### config.mk
export PLATFORM = sky130hd
export DESIGN_NAME = jpeg_frame_ctrl
export DESIGN_NICKNAME = d
export VERILOG_FILES = /design/src/rtl/jpeg_frame_ctrl.sv
export SDC_FILE = /design/constraint.sdc
export NUM_CORES = 1
export LEC_CHECK = 0
export CORE_MARGIN = 3
export CORE_UTILIZATION = 30
export CTS_CLUSTER_DIAMETER = 200
export DETAILED_ROUTE_END_ITERATION = 12
export PLACE_DENSITY = 0.5
export SKIP_CTS_REPAIR_TIMING = 1
export SYNTH_ARGS = -nofsm -noshare
export SYNTH_HDL_FRONTEND = slang
export SYNTH_SLANG_ARGS = --single-unit
### constraint.sdc
create_clock -name clk -period 5.03 [get_ports clk]
set_clock_uncertainty 0.2 [all_clocks]
set_input_delay 1.2575 -clock clk [delete_from_list [all_inputs] [get_ports clk]]
set_output_delay 1.2575 -clock clk [all_outputs]
set_load 0.005 [all_outputs]
### src/rtl/jpeg_frame_ctrl.sv
// Per-frame sequencer for jpeg_package: packager reset, data gating, SOI/EOI and stall
// monitoring, and end-of-frame status reporting to the host.
module jpeg_frame_ctrl #(
    parameter int unsigned RST_CYCLES = 4,
    parameter int unsigned ARM_THRESH = 64,
    parameter int unsigned TIMEOUT    = 65535,
    parameter int unsigned LEN_W      = 24
) (
    input  logic             clk,
    input  logic             rst,
    input  logic             frame_req,
    input  logic             frame_abort,
    input  logic [11:0]      cfifo_level,
    input  logic             cfifo_eof,
    output logic             pkg_rst_n,
    output logic             Compress_data_rdy,
    input  logic [7:0]       jpeg_data,
    input  logic             jpeg_data_vaild,
    input  logic             jpeg_data_last,
    output logic             frame_busy,
    output logic             frame_done,
    output logic             frame_err,
    output logic [1:0]       err_code,
    output logic [LEN_W-1:0] frame_len,
    output logic [15:0]      frame_cnt
);
    localparam int unsigned RcW = (RST_CYCLES > 1) ? $clog2(RST_CYCLES) : 1;
    localparam int unsigned TW  = (TIMEOUT > 1) ? $clog2(TIMEOUT) : 1;

    localparam logic [1:0] CodeOk      = 2'd0;
    localparam logic [1:0] CodeTimeout = 2'd1;
    localparam logic [1:0] CodeMarker  = 2'd2;
    localparam logic [1:0] CodeAbort   = 2'd3;

    typedef enum logic [2:0] {StIdle, StClear, StArm, StRun, StFin} state_e;

    state_e             state_q, state_d;
    logic [RcW-1:0]     rcnt_q, rcnt_d;
    logic [TW-1:0]      idle_q, idle_d;
    logic [LEN_W-1:0]   bcnt_q, bcnt_d;
    logic [7:0]         prev_q, prev_d;
    logic               soi_bad_q, soi_bad_d;
    logic [1:0]         pend_q, pend_d;
    logic               pkg_rst_n_q, pkg_rst_n_d;
    logic               rdy_q, rdy_d;
    logic               busy_q, busy_d;
    logic               done_q, done_d;
    logic               err_q, err_d;
    logic [1:0]         code_q, code_d;
    logic [LEN_W-1:0]   len_q, len_d;
    logic [15:0]        fcnt_q, fcnt_d;

    logic               eoi_ok;
    logic               arm_go;

    assign arm_go = (32'(cfifo_level) >= ARM_THRESH) || cfifo_eof;
    // A valid EOI needs a preceding byte of FF ahead of the D9 that carries last.
    assign eoi_ok = (bcnt_q != '0) && (prev_q == 8'hFF) && (jpeg_data == 8'hD9);

    always_comb begin
        state_d   = state_q;
        rcnt_d    = rcnt_q;
        idle_d    = idle_q;
        bcnt_d    = bcnt_q;
        prev_d    = prev_q;
        soi_bad_d = soi_bad_q;
        pend_d    = pend_q;
        done_d    = 1'b0;
        err_d     = err_q;
        code_d    = code_q;
        len_d     = len_q;
        fcnt_d    = fcnt_q;

        unique case (state_q)
            StIdle: begin
                if (frame_req) begin
                    state_d   = StClear;
                    err_d     = 1'b0;
                    code_d    = CodeOk;
                    bcnt_d    = '0;
                    rcnt_d    = '0;
                    pend_d    = CodeOk;
                    soi_bad_d = 1'b0;
                end
            end
            StClear: begin
                if (frame_abort) begin
                    state_d = StFin;
                    pend_d  = CodeAbort;
                end else if (rcnt_q == RcW'(RST_CYCLES - 1)) begin
                    state_d = StArm;
                end else begin
                    rcnt_d = rcnt_q + RcW'(1);
                end
            end
            StArm: begin
                if (frame_abort) begin
                    state_d = StFin;
                    pend_d  = CodeAbort;
                end else if (arm_go) begin
                    state_d = StRun;
                    idle_d  = '0;
                end
            end
            StRun: begin
                if (jpeg_data_vaild) begin
                    if (bcnt_q != '1) bcnt_d = bcnt_q + LEN_W'(1);
                    prev_d = jpeg_data;
                    idle_d = '0;
                    if (bcnt_q == LEN_W'(0) && jpeg_data != 8'hFF) soi_bad_d = 1'b1;
                    if (bcnt_q == LEN_W'(1) && jpeg_data != 8'hD8) soi_bad_d = 1'b1;
                end else begin
                    idle_d = idle_q + TW'(1);
                end
                if (frame_abort) begin
                    state_d = StFin;
                    pend_d  = CodeAbort;
                end else if (!jpeg_data_vaild && idle_q == TW'(TIMEOUT - 1)) begin
                    state_d = StFin;
                    pend_d  = CodeTimeout;
                end else if (jpeg_data_vaild && jpeg_data_last) begin
                    state_d = StFin;
                    pend_d  = (soi_bad_d || !eoi_ok) ? CodeMarker : CodeOk;
                end
            end
            StFin: begin
                state_d = StIdle;
                done_d  = 1'b1;
                len_d   = bcnt_q;
                err_d   = (pend_q != CodeOk);
                code_d  = pend_q;
                if (pend_q == CodeOk) fcnt_d = fcnt_q + 16'd1;
            end
            default: state_d = StIdle;
        endcase

        // Outputs are registered from the next state so they line up with it.
        pkg_rst_n_d = (state_d == StArm) || (state_d == StRun) ||
                      ((state_d == StFin) && pkg_rst_n_q);
        rdy_d       = (state_q == StRun) && (state_d == StRun) &&
                      ((cfifo_level != 12'd0) || cfifo_eof);
        busy_d      = (state_d != StIdle);
    end

    always_ff @(posedge clk or posedge rst) begin
        if (rst) begin
            state_q     <= StIdle;
            rcnt_q      <= '0;
            idle_q      <= '0;
            bcnt_q      <= '0;
            prev_q      <= '0;
            soi_bad_q   <= 1'b0;
            pend_q      <= CodeOk;
            pkg_rst_n_q <= 1'b0;
            rdy_q       <= 1'b0;
            busy_q      <= 1'b0;
            done_q      <= 1'b0;
            err_q       <= 1'b0;
            code_q      <= CodeOk;
            len_q       <= '0;
            fcnt_q      <= '0;
        end else begin
            state_q     <= state_d;
            rcnt_q      <= rcnt_d;
            idle_q      <= idle_d;
            bcnt_q      <= bcnt_d;
            prev_q      <= prev_d;
            soi_bad_q   <= soi_bad_d;
            pend_q      <= pend_d;
            pkg_rst_n_q <= pkg_rst_n_d;
            rdy_q       <= rdy_d;
            busy_q      <= busy_d;
            done_q      <= done_d;
            err_q       <= err_d;
            code_q      <= code_d;
            len_q       <= len_d;
            fcnt_q      <= fcnt_d;
        end
    end

    assign pkg_rst_n         = pkg_rst_n_q;
    assign Compress_data_rdy = rdy_q;
    assign frame_busy        = busy_q;
    assign frame_done        = done_q;
    assign frame_err         = err_q;
    assign err_code          = code_q;
    assign frame_len         = len_q;
    assign frame_cnt         = fcnt_q;

endmodule

==> flow_metrics.py <==
metrics = {
    "placed_design": {
        "gp_congestion": 0.820,
        "place_ws_ns": 1.39,
        "numPortBuffers": 73,
        "place_area_sq_um": 6010,
        "hpwl_microns": 8900,
    },
    "power_and_ir_drop": {
        "powerDensity_nw_per_um2": 352,
        "p_leak_nw": 2.68,
        "power_w": 0.00223,
        "vdd_drop_max_mv": 0.157,
    },
    "synth": {
        "synth.cells.most_frequent": "dfrtp_1 (103), nand2_1 (103), nor2_1 (36)",
        "yosysWarningCount": 0,
        "netlist_instances": 533,
        "ys_types": 62,
        "async_flop_share": 1.00,
        "yosysSeqAreaShare": 0.506,
        "ys_top_cells_by_area": "dfrtp_1 (51%), nand2_1 (7.6%), xnor2_1 (3.1%), nor2_1 (2.7%), o21ai_0 (2.4%)",
        "synth_seq_cells": 103,
        "yosys_most_used_dff": "dfrtp_1",
        "syn_area_sq_um": 5090,
        "synth_nets": 567,
        "synth-edff-count": 0,
        "syn_avg_cell_area_sq_um": 9.55,
        "synth_area_leader_cell": "dfrtp_1",
        "netlist.area_leader.share": 0.506,
    },
    "timing": {
        "tightest_slew_ns": 0.957,
        "setup_viol": 0,
        "fin_crit_sh": 0.647,
        "timing.hold.ws_ns": 0.275,
        "report.final.slew_viol_count": 0,
        "finalSetupTns_ns": 0,
        "rsz0062_at_grt": "false",
        "slew_headroom": 0.362,
        "hold_viol_final": 0,
        "fin_ws_ns": 1.77,
        "period_minus_slack_ns": 3.26,
        "timing.fmax_ghz": 0.307,
    },
    "final_layout": {
        "drive_above_1_share": 0.0748,
        "fin_area_sq_um": 6350,
        "n_antenna_cell": 0,
        "layout.nets": 631,
        "multi_input_area_sq_um": 2340,
        "seq_area_sq_um": 2580,
        "area_delta_synth_final_pct": 24.6,
        "fill_cells": 1689,
    },
    "route": {
        "firstDrtPassIters": 4,
        "vias": 4127,
        "ant_nets": 0,
        "drcViolationCount": 0,
        "drtIter0Drc": 274,
        "viasPerCell": 5.02,
        "drt_wl_total_microns": 12600,
        "post_drt_wl_per_cell_microns": 15.3,
    },
    "cts": {
        "cts_made_buffers": 9,
        "clk_path_buf_depth": 2,
        "clk_pin_slew_ns": 0.07,
        "cts_tree": "built",
        "cts.sinks": 103,
        "h-tree-depth": 3,
        "clkLatencyLatePin_ns": 0.35,
        "cts-root-buf": "clkbuf_16",
    },
    "floorplanning": {
        "dieArea_sq_um": 18600,
        "die_w_microns": 136,
        "core_area_sq_um": 16600,
        "io_pins": 74,
        "start_util": 0.307,
        "dieHeight_microns": 136,
        "row_count": 47,
    },
    "worst_setup_path": {
        "crit_path_start_kind": "primary input",
        "end_kind": "flip-flop",
        "path_class": "in -> reg",
        "cp_max_fo": 24,
        "reg2reg_slack_ns": 2.19,
        "required_ns": 5.08,
        "arrival_ns": 3.31,
    },
    "global_routing": {
        "grt_usage": 0.141,
        "grt_pass1_vias": 4046,
        "grt_first_pass_wirelength_microns": 21100,
        "gr-total-overflow": 0,
        "antenna_found_initial": 0,
        "grt_start_max_net_pins": 74,
    },
    "flow_run": {
        "drv_cap": 0,
    },
    "status": {
        "status": "complete, no violations",
    },
    "hold_path": {
        "hold_path_class": "reg -> reg",
    },
}
logic make-up after synthesis:
logic type / Yosys count / synth area share
xor+xnor: 28 / 0.0482
buf+inv: 40 / 0.0344
fa+ha+maj: 7 / 0.0172
simple gates: 250 / 0.245
mux: 10 / 0.0219
compound gates: 95 / 0.128
flops: 103 / 0.506
layout make-up:
cell class	instances	share of cell area
clock buffers	12	0.0404
clock inverters	4	0.0122
inverters	17	0.0104
multi-input cells	390	0.369
flip-flops and latches	103	0.406
well taps	220	0.0434
repair buffers	76	0.119
metrics by stage:
stage          std cells   util
2_1_floorplan        533      -
6_report             822  0.383
4_1_cts              822  0.383
3_3_place_gp         806  0.363
5_1_grt              822  0.383
3_5_place_dp         806  0.363
layout by cell type, fill, tap and decap left out, types with 3 or more instances in the layout:
master / synthesis / layout
nand2_1: 103 / 103
nor3_1: 13 / 13
nand2b_1: 5 / 5
nor2_1: 36 / 36
xnor2_1: 18 / 18
a211oi_1: 3 / 3
ha_1: 7 / 7
o31ai_1: 11 / 11
and3_1: 6 / 6
nand4_1: 18 / 18
o211ai_1: 6 / 6
mux2_2: 9 / 9
o21a_1: 5 / 5
nor4_1: 13 / 13
a21oi_1: 12 / 12
a31oi_1: 6 / 6
clkbuf_16: 0 / 9
o21ai_0: 24 / 24
buf_4: 0 / 3
o21ai_1: 8 / 8
dfrtp_1: 103 / 103
xor2_1: 10 / 10
and2_1: 5 / 5
clkdlybuf4s50_1: 0 / 73
inv_1: 16 / 15
or4_1: 5 / 5
nand3_1: 19 / 19
or3_1: 9 / 9
report_power, final:
group          switching (W)  internal, W
Clock               0.000312     0.000466
Combinational       0.000228     0.000185
Sequential          0.000119     0.000924
worst paths after layout:
| check | start | endpoint | depth (start not counted) |
|---|---|---|---|
| worst max-delay path | frame_req | bcnt_q[11]$_DFFE_PP0P_ | 6 |
| worst min-delay path | frame_len[21]$_DFFE_PP0P_ | frame_len[21]$_DFFE_PP0P_ | 2 |
| worst max register to register | state_q[2]$_DFF_PP0_ | frame_cnt[13]$_DFFE_PP0P_ | 6 |
| worst min register to register | frame_len[21]$_DFFE_PP0P_ | frame_len[21]$_DFFE_PP0P_ | 2 |
| max in group asynchronous | rst | prev_q[3]$_DFFE_PP0P_ | 3 |
| min in group asynchronous | rst | idle_q[9]$_DFFE_PP0P_ | 2 |
sequential cells by signal (all words and copies together) (netlist names), 2 cells and up:
signal,count
bcnt_q,24
err_code,2
frame_cnt,16
frame_len,24
idle_q,16
pend_q,2
prev_q,8
rcnt_q,2
state_q,3
critical path, cell delays in order:
cell and delay (ns):
clkdlybuf4s50_1 0.57, or3b_4 0.42, a21oi_4 0.22, o21ai_4 0.21
or2_2 0.39, o31ai_1 0.23
routing by layer:
layer / share of wire / GRT usage
met5: 0 / 0
met4: 0.012 / 0.0358
met3: 0.041 / 0.0300
met2: 0.45 / 0.216
met1: 0.50 / 0.204
Note: power is estimated with default switching activity, not from simulation.
==> patch 1, RTL diff (same settings) <==
Encoding of `state_e`: now one-hot (5 bits for 5 states).
--- a/src/rtl/jpeg_frame_ctrl.sv
+++ b/src/rtl/jpeg_frame_ctrl.sv
@@ -34,3 +34,3 @@
 
-    typedef enum logic [2:0] {StIdle, StClear, StArm, StRun, StFin} state_e;
+    typedef enum logic [4:0] {StIdle = 5'b00001, StClear = 5'b00010, StArm = 5'b00100, StRun = 5'b01000, StFin = 5'b10000} state_e;
 
Function: same outputs for any inputs over 10 cycles, from zero or initial values and one cycle with rst high; not proved beyond that.
==> patch 1 against the original RTL <==
- via count about the same
- routed wire length increased by 1.5%
- power is 16% lower
- area after synthesis up 1.1%
- sequential cell count rose by 2
- design area increased by 1.2%
- setup slack got worse by 0.36 ns
- critical path type unchanged
- critical endpoint is now bcnt_q[21]
- highest routed layer unchanged
==> patch 1: results <==
{
  "dp_cells": 791,
  "rr_startpoint": "state_q[1]",
  "drt-met1-wl_um": 6000,
  "critPathMaxFanout": 11,
  "syn_nets": 543,
  "p_leak_nw": 2.75,
  "worstMarginPinSlew_ns": 0.743,
  "wl_um": 12700,
  "synth_common_cells": "104 x dfrtp_1, 63 x nand2_1, 35 x nor2_1, 26 x a21oi_1, 26 x mux2_2",
  "switching_power_w": 0.000489,
  "hold_path_end": "frame_cnt[15]",
  "combinationalPowerShare": 0.128,
  "synthTopCellsByArea": "dfrtp_1 51%, mux2_2 5.7%, nand2_1 4.6%",
  "drive_gt1_frac": 0.0974,
  "syn_area_per_cell_um2": 10.1,
  "post-place-ws_ns": 1.09,
  "synth_xor_xnor_area_share": 0.0425,
  "endpoint": "bcnt_q[21]",
  "crit_arrival_ns": 3.69,
  "vdd_drop_max_mv": 0.176,
  "critPathLaunch": "jpeg_data_vaild",
  "grt_pass1_wl_um": 20700,
  "use_met2": 0.222,
  "met3WireLength_um": 508,
  "dpl_cell_area_mm2": 0.00612,
  "synth_cell_types": 57,
  "gp_congestion": 0.775,
  "synthAdderAreaFrac": 0.0170,
  "status": "finished, final reports clean",
  "drt-vias-per-instance": 5.13,
  "holdPathStages": 1,
  "min_from": "frame_cnt[15]",
  "critPathMaxStageDelay_ns": 0.64,
  "fin_nets": 616,
  "drtIter0Drc": 210,
  "r2r_slack_ns": 2.30,
  "r2r-end": "bcnt_q[21]"
}
## patch 1: cell count changes in the layout (fill, tap and decap cells not counted), moves of 8 or more
cell / change
nand2_1: -40
mux2_2: +17
a21oi_1: +14
o21ai_0: -14
xnor2_1: -11
xor2_1: +8
## patch 1: worst max-delay path, delay by kind of cell
kind / cells / cell delay (ns)
and+or+nand+nor: 3 / 1.20
buffers and inverters: 1 / 0.64
AOI/OAI and AO/OA: 2 / 0.57
## patch 1: area by class of cell
class | count | area, µm²
multi-input combinational | 375 | 2390
timing repair buffer | 79 | 776
clock inverter | 2 | 37.5
clock buffer | 12 | 267
inverter | 12 | 47.5
tap | 220 | 275
fill | 1632 | 10300
sequential | 105 | 2630
## patch 1: kinds of logic (layout without fill, tap and decap cells)
logic type      after synthesis  after routing
mux                          28             28
fa+ha+maj                     7              7
buf+inv                      29            105
compound gates               87             87
flops                       105            105
simple gates                228            228
xor+xnor                     25             25
==> patch 2, RTL diff (same settings) <==
Made on the original files. `TIMEOUT`: 65535 -> 262140.
--- a/src/rtl/jpeg_frame_ctrl.sv
+++ b/src/rtl/jpeg_frame_ctrl.sv
@@ -5,3 +5,3 @@
     parameter int unsigned ARM_THRESH = 64,
-    parameter int unsigned TIMEOUT    = 65535,
+    parameter int unsigned TIMEOUT    = 262140,
     parameter int unsigned LEN_W      = 24
Function: same outputs for any inputs over 10 cycles, from zero or initial values and one cycle with rst high; that may be too few to reach the edited logic, so the function may still have changed.
==> patch 2 against the original RTL <==
- cell count grew 0.12%
- utilization is essentially flat
- sequential cell count grew 2
- design area grew 0.65%
- power shrank 3.2%
- routed wire length shrank 0.58%
- area after synthesis grew 1.3%
- setup slack gained 0.0052 ns
- critical path depth is the same
==> patch 2: results <==
{
  "synth_cell_types": 56,
  "grt_pass1_wl_um": 21300,
  "syn_nets": 568,
  "r2r-end": "frame_cnt[15]",
  "yosysSeqAreaShare": 0.509,
  "async_reset_ff_frac": 1.00,
  "dp.final_hpwl_um": 8780,
  "clk_path_buf_depth": 2,
  "clk_latency_ns": 0.36,
  "endpoint": "bcnt_q[16]",
  "critPathLaunch": "frame_req",
  "status": "finished, final reports clean",
  "fillCellCount": 1697,
  "gp_congestion": 0.789,
  "fmax_mhz": 308,
  "vdd_drop_max_mv": 0.180,
  "synthFlopType": "dfrtp_1",
  "critPathMaxFanout": 11,
  "rr_worst_depth": 8,
  "htree_levels": 3,
  "fin_nets": 631,
  "min_from": "frame_cnt[15]",
  "grt_max_degree": 82,
  "grt_usage": 0.143,
  "p_leak_nw": 2.72,
  "rr_startpoint": "state_q[0]",
  "dpl_cell_area_mm2": 0.00608,
  "critPathMaxStageDelay_ns": 0.54,
  "crit_arrival_ns": 3.29,
  "synthTopCellsByArea": "dfrtp_1 51%, nand2_1 7.8%, xnor2_1 4.4%",
  "post-place-ws_ns": 1.41,
  "hold_path_end": "frame_cnt[15]",
  "drive_gt1_frac": 0.0796,
  "antennaDiodeCount": 0,
  "wl_um": 12500,
  "num_vias": 4078,
  "cpLargestDelayFamily": "compound AO/OA/AOI/OAI gates",
  "drv_slew": 0,
  "hold-worst-slack_ns": 0.269,
  "antenna_found_initial": 0,
  "max_slew_margin": 0.266,
  "clkSlewWorstSetupHoldPaths_ns": 0.07,
  "synth_warnings": 0,
  "seq_area_mm2": 0.00263,
  "drtIter0Drc": 207,
  "r2r_slack_ns": 2.04,
  "holdPathStages": 1,
  "synth_common_cells": "107 x nand2_1, 105 x dfrtp_1, 41 x nor2_1, 26 x xnor2_1, 25 x o21ai_0"
}
==> patch 2: changes by cell type in the layout (fill, tap and decap cells not counted), sizes merged, moves of 5 or more <==
| cell | delta |
|---|---|
| nand4 | -5 |
| and4 | +7 |
| o211ai | -7 |
| o21a | -5 |
| o21ai | -7 |
| a31o | +5 |
| xnor2 | +8 |
| nor2 | +6 |
| inv | -5 |
| o31ai | -9 |
==> patch 2: final cells by class <==
type / count / share of cell area
Inverter: 12 / 0.00744
Clock buffer: 12 / 0.0402
Clock inverter: 4 / 0.00803
Timing Repair Buffer: 77 / 0.119
Sequential cell: 105 / 0.411
Tap cell: 220 / 0.0431
Multi-Input combinational cell: 393 / 0.371
==> patch 2: power by group <==
| group | leakage (nW) | switching [W] | internal [W] |
|---|---|---|---|
| Clock | 0.149 | 0.000321 | 0.000414 |
| Combinational | 1.12 | 0.000207 | 0.000192 |
| Sequential | 1.44 | 0.0000988 | 0.000929 |
| Total | 2.72 | 0.000626 | 0.00154 |
==> patch 2: cells by family after synthesis <==
family          count (synthesis)  synth area share
mux                            12            0.0257
flops                         105             0.509
compound gates                 83             0.116
simple gates                  257             0.242
buf+inv                        37            0.0332
xor+xnor                       35            0.0594
fa+ha+maj                       6            0.0146
==> patch 2: per-stage QoR <==
| step | cells | util |
|---|---|---|
| after floorplan | 535 | - |
| after global placement | 807 | 0.364 |
| after detailed placement | 807 | 0.364 |
| after CTS | 823 | 0.382 |
| after global routing | 823 | 0.382 |
| final | 823 | 0.382 |
==> patch 2: per-layer routing <==
| layer | vias to the layer above | track usage | part of all wire |
|---|---|---|---|
| met5 | - | 0 | 0 |
| met4 | 0 | 0.0615 | 0.020 |
| met3 | 12 | 0.0221 | 0.024 |
| met2 | 52 | 0.234 | 0.49 |
| met1 | 2009 | 0.187 | 0.46 |
| li1 | 2005 | - | - |
